[src/rtl/ip_rx.sv]
// ip_rx: MAC/IPv4 header parser and filter feeding the UDP/ICMP receivers.
// Define IP_RX_CHECKSUM_EN to build and enforce the IPv4 header checksum.
module ip_rx (
  input  logic        clk,
  input  logic        rst,
  input  logic [47:0] local_mac_addr,
  input  logic [31:0] local_ip_addr,
  input  logic [7:0]  mac_rx_data,
  input  logic        mac_rx_valid,
  input  logic        mac_rx_end,
  output logic [7:0]  ip_rx_data,
  output logic        ip_rx_valid,
  output logic        ip_rx_start,
  output logic        ip_rx_end,
  output logic        ip_rx_error,
  output logic [7:0]  ip_rx_type,
  output logic [15:0] ip_rx_length,
  output logic [31:0] sour_ip_addr,
  output logic [47:0] sour_mac_addr
);

  typedef enum logic [2:0] {
    IDLE, MAC_HEAD, IP_HEAD, PAYLOAD, DROP
  } state_t;

  state_t      state, state_n;
  logic [15:0] cnt, idx;
  logic        uc_ok, bc_ok, uc_n, bc_n;
  logic [47:0] smac_sh;
  logic [31:0] sip_sh;
  logic [7:0]  proto_sh;
  logic [15:0] tot_len;
  logic [7:0]  mac_b, ip_b;
  logic        fwd, first, last, trunc, hdr_ok;
  logic        in_hdr, csum_ok;

  assign idx    = (state == IDLE) ? 16'd0 : cnt;
  assign in_hdr = mac_rx_valid &&
                  (state == IDLE || state == MAC_HEAD ||
                   state == IP_HEAD);

  always_comb begin
    mac_b = 8'h00;
    case (idx[2:0])
      3'd0:    mac_b = local_mac_addr[47:40];
      3'd1:    mac_b = local_mac_addr[39:32];
      3'd2:    mac_b = local_mac_addr[31:24];
      3'd3:    mac_b = local_mac_addr[23:16];
      3'd4:    mac_b = local_mac_addr[15:8];
      3'd5:    mac_b = local_mac_addr[7:0];
      default: mac_b = 8'h00;
    endcase
  end

  // bytes 30..33 land on idx[1:0] = 2,3,0,1
  always_comb begin
    ip_b = 8'h00;
    case (idx[1:0])
      2'd2:    ip_b = local_ip_addr[31:24];
      2'd3:    ip_b = local_ip_addr[23:16];
      2'd0:    ip_b = local_ip_addr[15:8];
      default: ip_b = local_ip_addr[7:0];
    endcase
  end

`ifdef IP_RX_CHECKSUM_EN
  logic [19:0] acc, sum;
  logic [16:0] fold1;
  logic [15:0] fold2;
  logic [7:0]  hi;

  always_comb begin
    sum   = acc + {4'd0, hi, mac_rx_data};
    fold1 = {1'b0, sum[15:0]} + {13'd0, sum[19:16]};
    fold2 = fold1[15:0] + {15'd0, fold1[16]};
  end

  assign csum_ok = (fold2 == 16'hFFFF);

  always_ff @(posedge clk) begin
    if (rst) begin
      acc <= '0;
      hi  <= '0;
    end else if (mac_rx_valid && state == IP_HEAD) begin
      if (!idx[0]) begin
        hi <= mac_rx_data;
        if (idx == 16'd14) acc <= '0;
      end else begin
        acc <= sum;
      end
    end
  end
`else
  assign csum_ok = 1'b1;
`endif

  always_comb begin
    state_n = state;
    uc_n    = uc_ok;
    bc_n    = bc_ok;
    fwd     = 1'b0;
    first   = 1'b0;
    last    = 1'b0;
    trunc   = 1'b0;
    hdr_ok  = 1'b0;
    if (mac_rx_valid) begin
      unique case (state)
        IDLE, MAC_HEAD: begin
          state_n = MAC_HEAD;
          if (idx < 16'd6) begin
            uc_n = ((idx == 16'd0) ? 1'b1 : uc_ok) &
                   (mac_rx_data == mac_b);
            bc_n = ((idx == 16'd0) ? 1'b1 : bc_ok) &
                   (mac_rx_data == 8'hFF);
            if (!uc_n && !bc_n) state_n = DROP;
          end
          if (idx == 16'd12 && mac_rx_data != 8'h08)
            state_n = DROP;
          if (idx == 16'd13)
            state_n = (mac_rx_data == 8'h00) ? IP_HEAD : DROP;
          if (mac_rx_end) state_n = IDLE;
        end
        IP_HEAD: begin
          if (idx == 16'd14 && mac_rx_data != 8'h45)
            state_n = DROP;
          if (idx == 16'd17 &&
              {tot_len[15:8], mac_rx_data} < 16'd20)
            state_n = DROP;
          if (idx >= 16'd30 && mac_rx_data != ip_b)
            state_n = DROP;
          if (idx == 16'd33) begin
            if (state_n == IP_HEAD && csum_ok) begin
              hdr_ok = 1'b1;
              if (tot_len == 16'd20)
                state_n = mac_rx_end ? IDLE : DROP;
              else
                state_n = PAYLOAD;
            end else begin
              state_n = DROP;
            end
          end
          if (mac_rx_end) state_n = IDLE;
        end
        PAYLOAD: begin
          fwd   = 1'b1;
          first = (idx == 16'd34);
          last  = ({1'b0, idx} ==
                   {1'b0, tot_len} + 17'd13);
          if (last)
            state_n = mac_rx_end ? IDLE : DROP;
          else if (mac_rx_end) begin
            trunc   = 1'b1;
            state_n = IDLE;
          end else if (idx == 16'hFFFF)
            state_n = DROP;
        end
        DROP: if (mac_rx_end) state_n = IDLE;
        default: state_n = DROP;
      endcase
    end
  end

  always_ff @(posedge clk) begin
    if (rst) begin
      state <= DROP;
      cnt   <= '0;
      uc_ok <= 1'b0;
      bc_ok <= 1'b0;
    end else begin
      state <= state_n;
      uc_ok <= uc_n;
      bc_ok <= bc_n;
      if (mac_rx_valid)
        cnt <= (idx == 16'hFFFF) ? idx : idx + 16'd1;
    end
  end

  always_ff @(posedge clk) begin
    if (rst) begin
      smac_sh  <= '0;
      sip_sh   <= '0;
      proto_sh <= '0;
      tot_len  <= '0;
    end else if (in_hdr) begin
      if (idx >= 16'd6 && idx <= 16'd11)
        smac_sh <= {smac_sh[39:0], mac_rx_data};
      if (idx == 16'd16) tot_len[15:8] <= mac_rx_data;
      if (idx == 16'd17) tot_len[7:0]  <= mac_rx_data;
      if (idx == 16'd23) proto_sh <= mac_rx_data;
      if (idx >= 16'd26 && idx <= 16'd29)
        sip_sh <= {sip_sh[23:0], mac_rx_data};
    end
  end

  always_ff @(posedge clk) begin
    if (rst) begin
      ip_rx_data    <= '0;
      ip_rx_valid   <= 1'b0;
      ip_rx_start   <= 1'b0;
      ip_rx_end     <= 1'b0;
      ip_rx_error   <= 1'b0;
      ip_rx_type    <= '0;
      ip_rx_length  <= '0;
      sour_ip_addr  <= '0;
      sour_mac_addr <= '0;
    end else begin
      ip_rx_valid <= fwd;
      ip_rx_start <= first;
      ip_rx_end   <= last;
      ip_rx_error <= trunc;
      if (fwd) ip_rx_data <= mac_rx_data;
      if (hdr_ok) begin
        ip_rx_type    <= proto_sh;
        ip_rx_length  <= tot_len - 16'd20;
        sour_ip_addr  <= sip_sh;
        sour_mac_addr <= smac_sh;
      end
    end
  end

endmodule

[config.mk]
export PLATFORM = sky130hd
export DESIGN_NAME = ip_rx
export DESIGN_NICKNAME = d
export VERILOG_FILES = /design/src/rtl/ip_rx.sv
export SDC_FILE = /design/constraint.sdc
export NUM_CORES = 1
export LEC_CHECK = 0
export CORE_ASPECT_RATIO = 0.75
export CORE_MARGIN = 1.5
export CORE_UTILIZATION = 45
export DETAILED_ROUTE_END_ITERATION = 12
export PLACE_DENSITY_LB_ADDON = 0.3
export SLEW_MARGIN = 10
export SYNTH_ARGS = -nofsm -noshare
export SYNTH_HDL_FRONTEND = slang
export SYNTH_SLANG_ARGS = --single-unit
[constraint.sdc]
create_clock -name clk -period 6.63 [get_ports clk]
set_input_delay 0.663 -clock clk [delete_from_list [all_inputs] [get_ports clk]]
set_output_delay 0.663 -clock clk [all_outputs]
set_load 0.02 [all_outputs]
==> out/metrics.yaml, run 1 <==
critical_path:
  path_class: "reg -> reg"
  cp-start-kind: "flip-flop"
  worstPathArrival_ns: 4.92
  path_max_fanout: 69
  worstSetupEndpointType: "flip-flop"
  cp.required_ns: 6.97
global_routing:
  globalRouteMet3Util: 0.0497
  grt.overflow.total: 0
  busiest_layer: "met2"
  grt_util_met2: 0.371
  grt_usage: 0.242
  grt_pass1_vias: 9647
  grt_max_degree: 140
  gr-usage-met1: 0.352
  antenna_found_initial: 0
  grt_pass1_wl_mm: 52.6
placed_design:
  dpl_cell_area_mm2: 0.0135
  place_inst: 1821
  port_buffers: 207
  dp_hpwl_mm: 22.4
  gp_congestion: 0.921
  place_ws_ns: 2.04
final_layout:
  final_cells: 1860
  drive_above_1_share: 0.0526
  design_area_mm2: 0.0142
  final_util: 0.569
  syn2layout_area_growth_pct: 24.1
  diodes: 0
  final_nets: 1604
floorplanning:
  core_region_area_mm2: 0.0250
  die_w_um: 187
  fp-row-count: 50
  start_util: 0.458
  num_io_pins: 208
  die_h_um: 141
  dieArea_mm2: 0.0265
clock_tree:
  cts_buffer_depth: 3
  clock-root-buffer: "clkbuf_16"
  cts.sink_count: 241
  path_clk_slew_ns: 0.06
  cts_tree: "done"
  cts_resized: 0
  clkLatencyLatePin_ns: 0.50
  post_cts_buffers: 0
  cts_max_level: 1
  holdBufCountCts: 0
  cts_buffers: 23
sta:
  fin_crit_ns: 4.59
  finClkSkew_ns: 0.0157
  maxSlewViolCount: 0
  tns_ns: 0
  finalSetupViolCount: 0
  hold_viol_final: 0
  relSlewSlack: 0.260
  finalCritPeriodShare: 0.692
  rsz0062_at_grt: "no"
  max_freq_ghz: 0.218
  setup_ws_ns: 2.04
  worst_pin_slew_ns: 1.09
synth:
  synth.yosys.warnings: 0
  synthArstFlopShare: 0
  postSynthCellCount: 1380
  syn-cell-area_mm2: 0.0115
  synth_top_area_frac: 0.421
  syn_nets: 1476
  ys_seq_elements: 241
  yosysSeqAreaShare: 0.421
  ys_types: 81
  synth.largest_area_cell: "dfxtp_1"
  synthTopCellsByCount: "dfxtp_1, nand2_1, nor2_1"
  synth_most_common_cell: "dfxtp_1"
  synth_area_leaders: "dfxtp_1, mux2i_1, nand2_1"
  avgSynthCellArea_um2: 8.31
  synth_ff_type: "dfxtp_1"
  synth-edff-count: 0
detailed_routing:
  drc: 0
  drt_iter0_drc: 942
  wire_per_inst_um: 17.6
  drt_wl_total_mm: 32.8
  dr_total_vias: 10300
  dr.pass1.iters: 5
  vias_per_cell: 5.55
  drtAntennaViolNets: 0
run_status:
  outcome: "finished, final reports clean"
power:
  vdd_ir_drop_max_mv: 0.154
  p_per_area_mw_per_mm2: 214
  leakage_nw: 5.59
job:
  max_cap_violations: 0
hold_path:
  worstHoldPathType: "reg -> reg"
-- layout make-up --
cell class	count	area, µm²
clock buffers	30	632
clock inverters	9	130
fillers	2287	10800
flip-flops and latches	241	4820
repair buffers	217	2170
well taps	338	423
multi-input cells	1006	5980
inverters	19	71.3
-- state kept, by name, indices dropped and copies added (netlist names), 8 cells and up --
signal         flops
tot_len           16
proto_sh           8
cnt               16
smac_sh           48
ip_rx_type         8
sour_mac_addr     48
sour_ip_addr      32
sip_sh            32
ip_rx_data         8
ip_rx_length      16
-- power breakdown --
part / switching, mW / internal [mW] / leakage (nW) / total (mW)
logic: 0.146 / 0.105 / 3.27 / 0.251
clock network: 0.547 / 0.789 / 0.373 / 1.34
registers: 0.00942 / 1.45 / 1.94 / 1.46
-- placed cells by master (no fill, tap or decap), types with 6 or more instances in the layout --
master / synthesis / layout
xnor2_1: 18 / 18
o31ai_1: 7 / 7
a211o_1: 6 / 6
nor2_1: 179 / 178
nand4_1: 10 / 10
dfxtp_1: 241 / 241
nor2b_1: 10 / 10
nor4_1: 13 / 13
and3_1: 6 / 6
or3_1: 8 / 8
buf_4: 9 / 8
o22ai_1: 8 / 8
nand2_1: 238 / 238
a31oi_1: 8 / 8
nor3_1: 20 / 20
a211oi_1: 8 / 8
clkdlybuf4s50_1: 0 / 206
o21ai_0: 36 / 36
mux2i_1: 134 / 134
o211ai_1: 7 / 7
nand2b_1: 7 / 7
mux2_2: 7 / 7
nand3_1: 20 / 19
inv_1: 19 / 19
clkbuf_16: 0 / 23
a21oi_1: 127 / 127
xor2_1: 22 / 22
-- final timing paths --
kind	depth (start not counted)	startpoint	slack, ns	endpoint
setup / recovery	10	state[1]	2.04	sour_mac_addr[13]
hold reg to reg	2	smac_sh[44]	0.45	smac_sh[44]
hold / removal	2	smac_sh[44]	0.45	smac_sh[44]
setup reg to reg	10	state[1]	2.04	sour_mac_addr[13]
-- critical path, cell delays in order, from the launching register on --
cell and delay (ns):
dfxtp_1 1.01, or3_4 0.58, a31oi_1 0.16, o221ai_1 0.29
mux2i_1 0.12, a211oi_1 0.45, a32oi_1 0.26, nand3b_1 0.67
buf_12 0.49, mux2i_1 0.26, nor2_1 0.07
-- through the flow --
stage	hold WS, ns	total power [mW]
2_1_floorplan	0.431	1.64
4_1_cts	0.452	3.06
3_5_place_dp	0.444	1.74
5_1_grt	0.466	3.15
6_report	0.449	3.05
3_3_place_gp	0.439	1.73
-- routing by layer --
layer  routed length, µm  vias to the layer above
met4                 566                        0
met3                2690                       55
met2               14100                      396
li1                    -                     5028
met1               15400                     4840
met5                   0                        -
-- cells by family after synthesis --
kind of cell	Yosys count	share of synthesized area
flip-flops	241	0.421
multiplexers	141	0.124
XOR/XNOR	41	0.0328
buffers and inverters	133	0.0585
AND/OR/NAND/NOR	561	0.221
AO/OA/AOI/OAI	259	0.139
adder cells (fa/ha/maj)	4	0.00436
No activity file was read; power rests on OpenSTA's default activity.
==> inputs of run 2 (changes only) <==
==> constraint.sdc (replaced) <==
create_clock -name clk -period 3.9 [get_ports clk]
set_input_delay 0.39 -clock clk [delete_from_list [all_inputs] [get_ports clk]]
set_output_delay 0.39 -clock clk [all_outputs]
set_load 0.02 [all_outputs]
==> run 2 against run 1 <==
Against the previous run:
- die area did not move
- core utilization rose by 1.4 points
- total power rose by 69%
==> out/metrics.yaml, run 2 (same netlist as run 1, synthesis figures left out) <==
run_status:
  outcome: "finished, final reports clean"
critical_path:
  path_delay_family: "simple AND/OR/NAND/NOR gates"
  r2r_setup_slack_ns: 0.36
  path_max_fanout: 17
  path_buf_inv: 2
  crit_start: "state[0]"
  cp.required_ns: 4.27
  path_depth: 11
  worst_r2r_path_depth: 11
  path_class: "reg -> reg"
  worstSetupEndpointType: "flip-flop"
  slowest_stage: "nor3_4"
  slowest_delay_ns: 0.61
  path_cells: "nor3_4, o22ai_1, and2_1, o21ai_0, nor4b_1, a32oi_1, nand3b_1, buf_12, buf_4, mux2i_1, nor2_1"
  worstPathArrival_ns: 3.91
  cp-start-kind: "flip-flop"
  reg2reg_to: "sour_ip_addr[23]"
  r2r_start: "state[0]"
floorplanning:
  dieArea_mm2: 0.0265
  fp-row-count: 50
  start_util: 0.458
  die_w_um: 187
  num_io_pins: 208
  core_region_area_mm2: 0.0250
  die_h_um: 141
final_layout:
  seq_area_mm2: 0.00482
  diodes: 0
  largestRegisters: "smac_sh (48), sour_mac_addr (48)"
  final_common_cell: "dfxtp_1"
  final_nets: 1647
  multi_input_area_mm2: 0.00598
  drive_above_1_share: 0.0799
  syn2layout_area_growth_pct: 27.1
  fillers: 2276
  mostFrequentLayoutCells: "dfxtp_1, nand2_1, clkdlybuf4s50_1, nor2_1, mux2i_1"
job:
  max_cap_violations: 0
detailed_routing:
  route.met3.wl_mm: 2.32
  dr.pass1.iters: 5
  drtAntennaViolNets: 0
  wl_met2_mm: 14.9
  wire_per_inst_um: 17.7
  drt_iter0_drc: 1095
  dr_total_vias: 10400
  wirelength_met1_mm: 16.0
  vias_per_cell: 5.48
  drt_wl_total_mm: 33.6
  top_layer_used: "met4"
  drc: 0
clock_tree:
  clock-root-buffer: "clkbuf_16"
  cts_resized: 0
  holdBufCountCts: 0
  path_clk_slew_ns: 0.07
  cts_buffer_depth: 3
  cts_tree: "done"
  cts_max_level: 1
  clkLatencyLatePin_ns: 0.50
  post_cts_buffers: 0
  cts_buffers: 23
  cts.sink_count: 241
sta:
  relSlewSlack: 0.447
  worst_pin_slew_ns: 0.829
  finalCritPeriodShare: 0.909
  hold_viol_final: 0
  max_freq_ghz: 0.282
  tns_ns: 0
  fin_crit_ns: 3.54
  maxSlewViolCount: 0
  rsz0062_at_grt: "no"
  finalSetupViolCount: 0
  finClkSkew_ns: 0.0183
power:
  power.switching_mw: 1.22
  vdd_ir_drop_max_mv: 0.287
  leakage_nw: 5.81
  p_per_area_mw_per_mm2: 353
  intPower_mw: 3.93
  clock_power_share: 0.430
  pwr-share-comb: 0.088
  pwr-share-seq: 0.482
  p_sw_frac: 0.236
  power.total_mw: 5.14
placed_design:
  gp_congestion: 0.905
  port_buffers: 207
  dp_hpwl_mm: 23.4
hold_path:
  worstHoldPathType: "in -> reg"
  hold_depth: 2
  whs_endpoint: "sour_mac_addr[32]"
  hold_start: "rst"
global_routing:
  grt_pass1_wl_mm: 53.3
  grt_max_degree: 143
  grt_usage: 0.247
  grt_pass1_vias: 9795
  grt.overflow.total: 0
  antenna_found_initial: 0
[run 2: changes by cell type in the layout (fill, tap and decap cells not counted)]
cell / change
buf_12: +3
buf_4: +40
bufinv_16: -2
clkbuf_1: -2
clkbuf_8: +3
clkinv_2: +1
[run 2: worst max path at each step]
stage / end
5_1_grt: ip_rx_type[2]
4_1_cts: sour_ip_addr[16]
2_1_floorplan: state[0]
6_report: sour_ip_addr[23]
3_3_place_gp: sour_ip_addr[28]
3_5_place_dp: sour_ip_addr[16]
[run 2: layout make-up]
cell class | instances | share of cell area
Inverter | 19 | 0.00489
Timing Repair Buffer | 260 | 0.174
Clock inverter | 8 | 0.00515
Multi-Input combinational cell | 1006 | 0.410
Tap cell | 338 | 0.0290
Clock buffer | 31 | 0.0457
Sequential cell | 241 | 0.331
[run 2: power groups by stage]
stage | sequential [mW] | clock (mW) | combinational [mW]
after CTS | 2.48 | 2.24 | 0.445
final | 2.48 | 2.21 | 0.453
after detailed placement | 2.54 | 0 | 0.444
after floorplan | 2.52 | 0 | 0.267
after global placement | 2.54 | 0 | 0.441
after global routing | 2.48 | 2.36 | 0.488
[run 2: worst register-to-register path: stages (launching register included)]
cell and delay, ns:
dfxtp_1 0.54, nor3_4 0.62, o22ai_1 0.21, and2_1 0.20, o21ai_0 0.32, nor4b_1 0.33, a32oi_1 0.24, nand3b_1 0.26
buf_12 0.22, buf_4 0.25, mux2i_1 0.19, nor2_1 0.05
[run 2: routing by layer]
metal | GRT usage | vias up
li1 | - | 5116
met2 | 0.389 | 363
met1 | 0.362 | 4905
met4 | 0.0412 | 0
met5 | 0 | -
met3 | 0.0388 | 35
[run 2: per-stage QoR]
step | setup slack, ns | utilization | cell area (µm²) | hold slack (ns) | std cells
after floorplan | 0.727 | - | 11500 | 0.431 | 1380
after global placement | 0.450 | 0.553 | 13800 | 0.438 | 1864
after detailed placement | 0.412 | 0.553 | 13800 | 0.447 | 1864
after CTS | 0.462 | 0.583 | 14600 | 0.301 | 1903
after global routing | 0.147 | 0.583 | 14600 | 0.327 | 1903
final | 0.355 | 0.583 | 14600 | 0.317 | 1903
==> inputs of run 3 (changes only) <==
--- a/config.mk
+++ b/config.mk
@@ -5,9 +5,11 @@
 export SDC_FILE = /design/constraint.sdc
 export NUM_CORES = 1
 export LEC_CHECK = 0
+export ABC_AREA = 1
 export CORE_ASPECT_RATIO = 0.75
 export CORE_MARGIN = 1.5
 export CORE_UTILIZATION = 45
+export CTS_CLUSTER_DIAMETER = 40
 export DETAILED_ROUTE_END_ITERATION = 12
 export PLACE_DENSITY_LB_ADDON = 0.3
 export SLEW_MARGIN = 10
==> run 3 against run 2 <==
Against the previous run:
- die area shrank 5.2%
- clock power is 11% higher
- largest power group unchanged
- non-clock buffer count decreased by 26
- critical endpoint is now ip_rx_length[8]
- worst setup slack improved by 0.034 ns
- highest routed layer unchanged
==> out/metrics.yaml, run 3 <==
run_status:
  outcome: "finished, final reports clean"
global_routing:
  grt_pass1_vias: 9775
  grt_usage: 0.259
  grt_pass1_wl_mm: 52.2
  grt_max_degree: 115
  grt.overflow.total: 0
  antenna_found_initial: 0
detailed_routing:
  vias_per_cell: 5.33
  drt_wl_total_mm: 32.7
  drtAntennaViolNets: 0
  drc: 0
  dr.pass1.iters: 5
  dr_total_vias: 10700
  drt_iter0_drc: 968
  wire_per_inst_um: 16.4
sta:
  relSlewSlack: 0.412
  finalSetupViolCount: 0
  setup_ws_ns: 0.389
  finalCritPeriodShare: 0.900
  hold_viol_final: 0
  maxSlewViolCount: 0
  rsz0062_at_grt: "no"
  fin_crit_ns: 3.51
  worst_pin_slew_ns: 0.883
  whs_ns: 0.273
  max_freq_ghz: 0.285
  tns_ns: 0
  finClkSkew_ns: 0.0281
power:
  intPower_mw: 4.04
  pwr-share-comb: 0.073
  p_per_area_mw_per_mm2: 380
  leakage_nw: 5.67
  vdd_ir_drop_max_mv: 0.313
  pwr-share-seq: 0.465
  power.switching_mw: 1.29
  power.total_mw: 5.33
  p_sw_frac: 0.242
  clock_power_share: 0.462
critical_path:
  path_cells: "inv_2, nand2_4, nand2_2, nor2_2, nand2_1, nand2_1, nand2_1, nand2_1, nand2_1, nor2_1, nand2_1, nand2_2, nand4_2, inv_4, buf_12, o21ai_0, a21oi_1"
  path_max_fanout: 114
  cp.required_ns: 4.37
  slowest_stage: "dfxtp_1"
  path_buf_inv: 3
  cp_common_cell: "nand2_1"
  path_class: "reg -> reg"
  worstPathArrival_ns: 3.98
  slowest_delay_ns: 0.47
  path_delay_family: "simple AND/OR/NAND/NOR gates"
  worstSetupEndpointType: "flip-flop"
  cp-start-kind: "flip-flop"
synth:
  synth_ff_type: "dfxtp_1"
  avgSynthCellArea_um2: 7.27
  ys_types: 44
  synth_area_leaders: "dfxtp_1, nor2_1, a21oi_1"
  syn-cell-area_mm2: 0.0109
  ys_seq_elements: 241
  synth.yosys.warnings: 0
  postSynthCellCount: 1495
  yosysSeqAreaShare: 0.444
  syn_nets: 1591
  synthArstFlopShare: 0
  synthTopCellsByCount: "nor2_1, dfxtp_1, nand2_1"
  synth_most_common_cell: "nor2_1"
  synth-edff-count: 0
  synth.largest_area_cell: "dfxtp_1"
  synth_top_area_frac: 0.444
floorplanning:
  dieArea_mm2: 0.0251
  core_region_area_mm2: 0.0238
  die_w_um: 182
  num_io_pins: 208
  fp-row-count: 49
  die_h_um: 138
  start_util: 0.456
clock_tree:
  cts.sink_count: 241
  clkLatencyLatePin_ns: 0.54
  cts_buffer_depth: 3
  cts_tree: "done"
  cts_buffers: 27
  cts_max_level: 1
  clock-root-buffer: "clkbuf_16"
  cts_resized: 0
  path_clk_slew_ns: 0.06
  holdBufCountCts: 0
  post_cts_buffers: 0
final_layout:
  design_area_mm2: 0.0140
  diodes: 0
  largestRegisters: "smac_sh (48), sour_mac_addr (48)"
  mostFrequentLayoutCells: "nor2_1, dfxtp_1, clkdlybuf4s50_1, nand2_1, inv_1"
  drive_above_1_share: 0.0608
  final_common_cell: "nor2_1"
  syn2layout_area_growth_pct: 28.9
  final_cells: 2001
  final_util: 0.587
  final_nets: 1772
hold_path:
  worstHoldPathType: "in -> reg"
placed_design:
  dp_hpwl_mm: 22.7
  port_buffers: 207
  gp_congestion: 0.976
  place_inst: 1953
  dpl_cell_area_mm2: 0.0131
  place_ws_ns: 0.489
job:
  max_cap_violations: 0
[run 3: changes by cell type after synthesis, moves of 12 or more]
cell | before | now
o21ai_1 | 0 | 83
nand2_1 | 238 | 164
a211oi_1 | 8 | 58
xnor2_1 | 18 | 6
nand3_1 | 20 | 76
mux2i_1 | 134 | 0
o21ai_0 | 36 | 95
clkbuf_1 | 67 | 47
nand4_1 | 10 | 28
inv_1 | 19 | 157
nor3_1 | 20 | 36
nor2_1 | 179 | 246
[run 3: final timing paths]
kind,slack [ns],cells past startpoint,to,from
min,0.27,2,ip_rx_valid,rst
max reg2reg,0.39,17,ip_rx_length[8],state[2]
min reg2reg,0.46,2,ip_rx_length[9],ip_rx_length[9]
max,0.39,17,ip_rx_length[8],state[2]
[run 3: power by group through the flow]
| stage | sequential (mW) | clock (mW) | combinational [mW] |
|---|---|---|---|
| finish | 2.48 | 2.46 | 0.390 |
| CTS | 2.48 | 2.50 | 0.385 |
| floorplan | 2.52 | 0 | 0.209 |
| global route | 2.48 | 2.61 | 0.426 |
| global placement | 2.53 | 0 | 0.380 |
| detailed placement | 2.53 | 0 | 0.384 |
[run 3: layout make-up]
cell class	count	area, µm²
timing repair buffer	234	2290
fill	2156	9850
clock inverter	15	139
inverter	172	651
clock buffer	33	728
tap	306	383
sequential	241	4820
multi-input combinational	1000	4980
[run 3: layer usage]
layer,vias up,global-route usage,share of wire
met5,-,0,0
met4,0,0.0680,0.020
met3,51,0.0412,0.074
met2,401,0.386,0.42
met1,4873,0.386,0.49
li1,5347,-,-
[run 3: logic make-up (layout without fill, tap and decap cells)]
family / count (synthesis) / count (layout) / synth area share
compound gates: 385 / 385 / 0.197
simple gates: 580 / 580 / 0.232
flops: 241 / 241 / 0.444
xor+xnor: 31 / 31 / 0.0250
buf+inv: 254 / 454 / 0.0980
fa+ha+maj: 4 / 4 / 0.00461
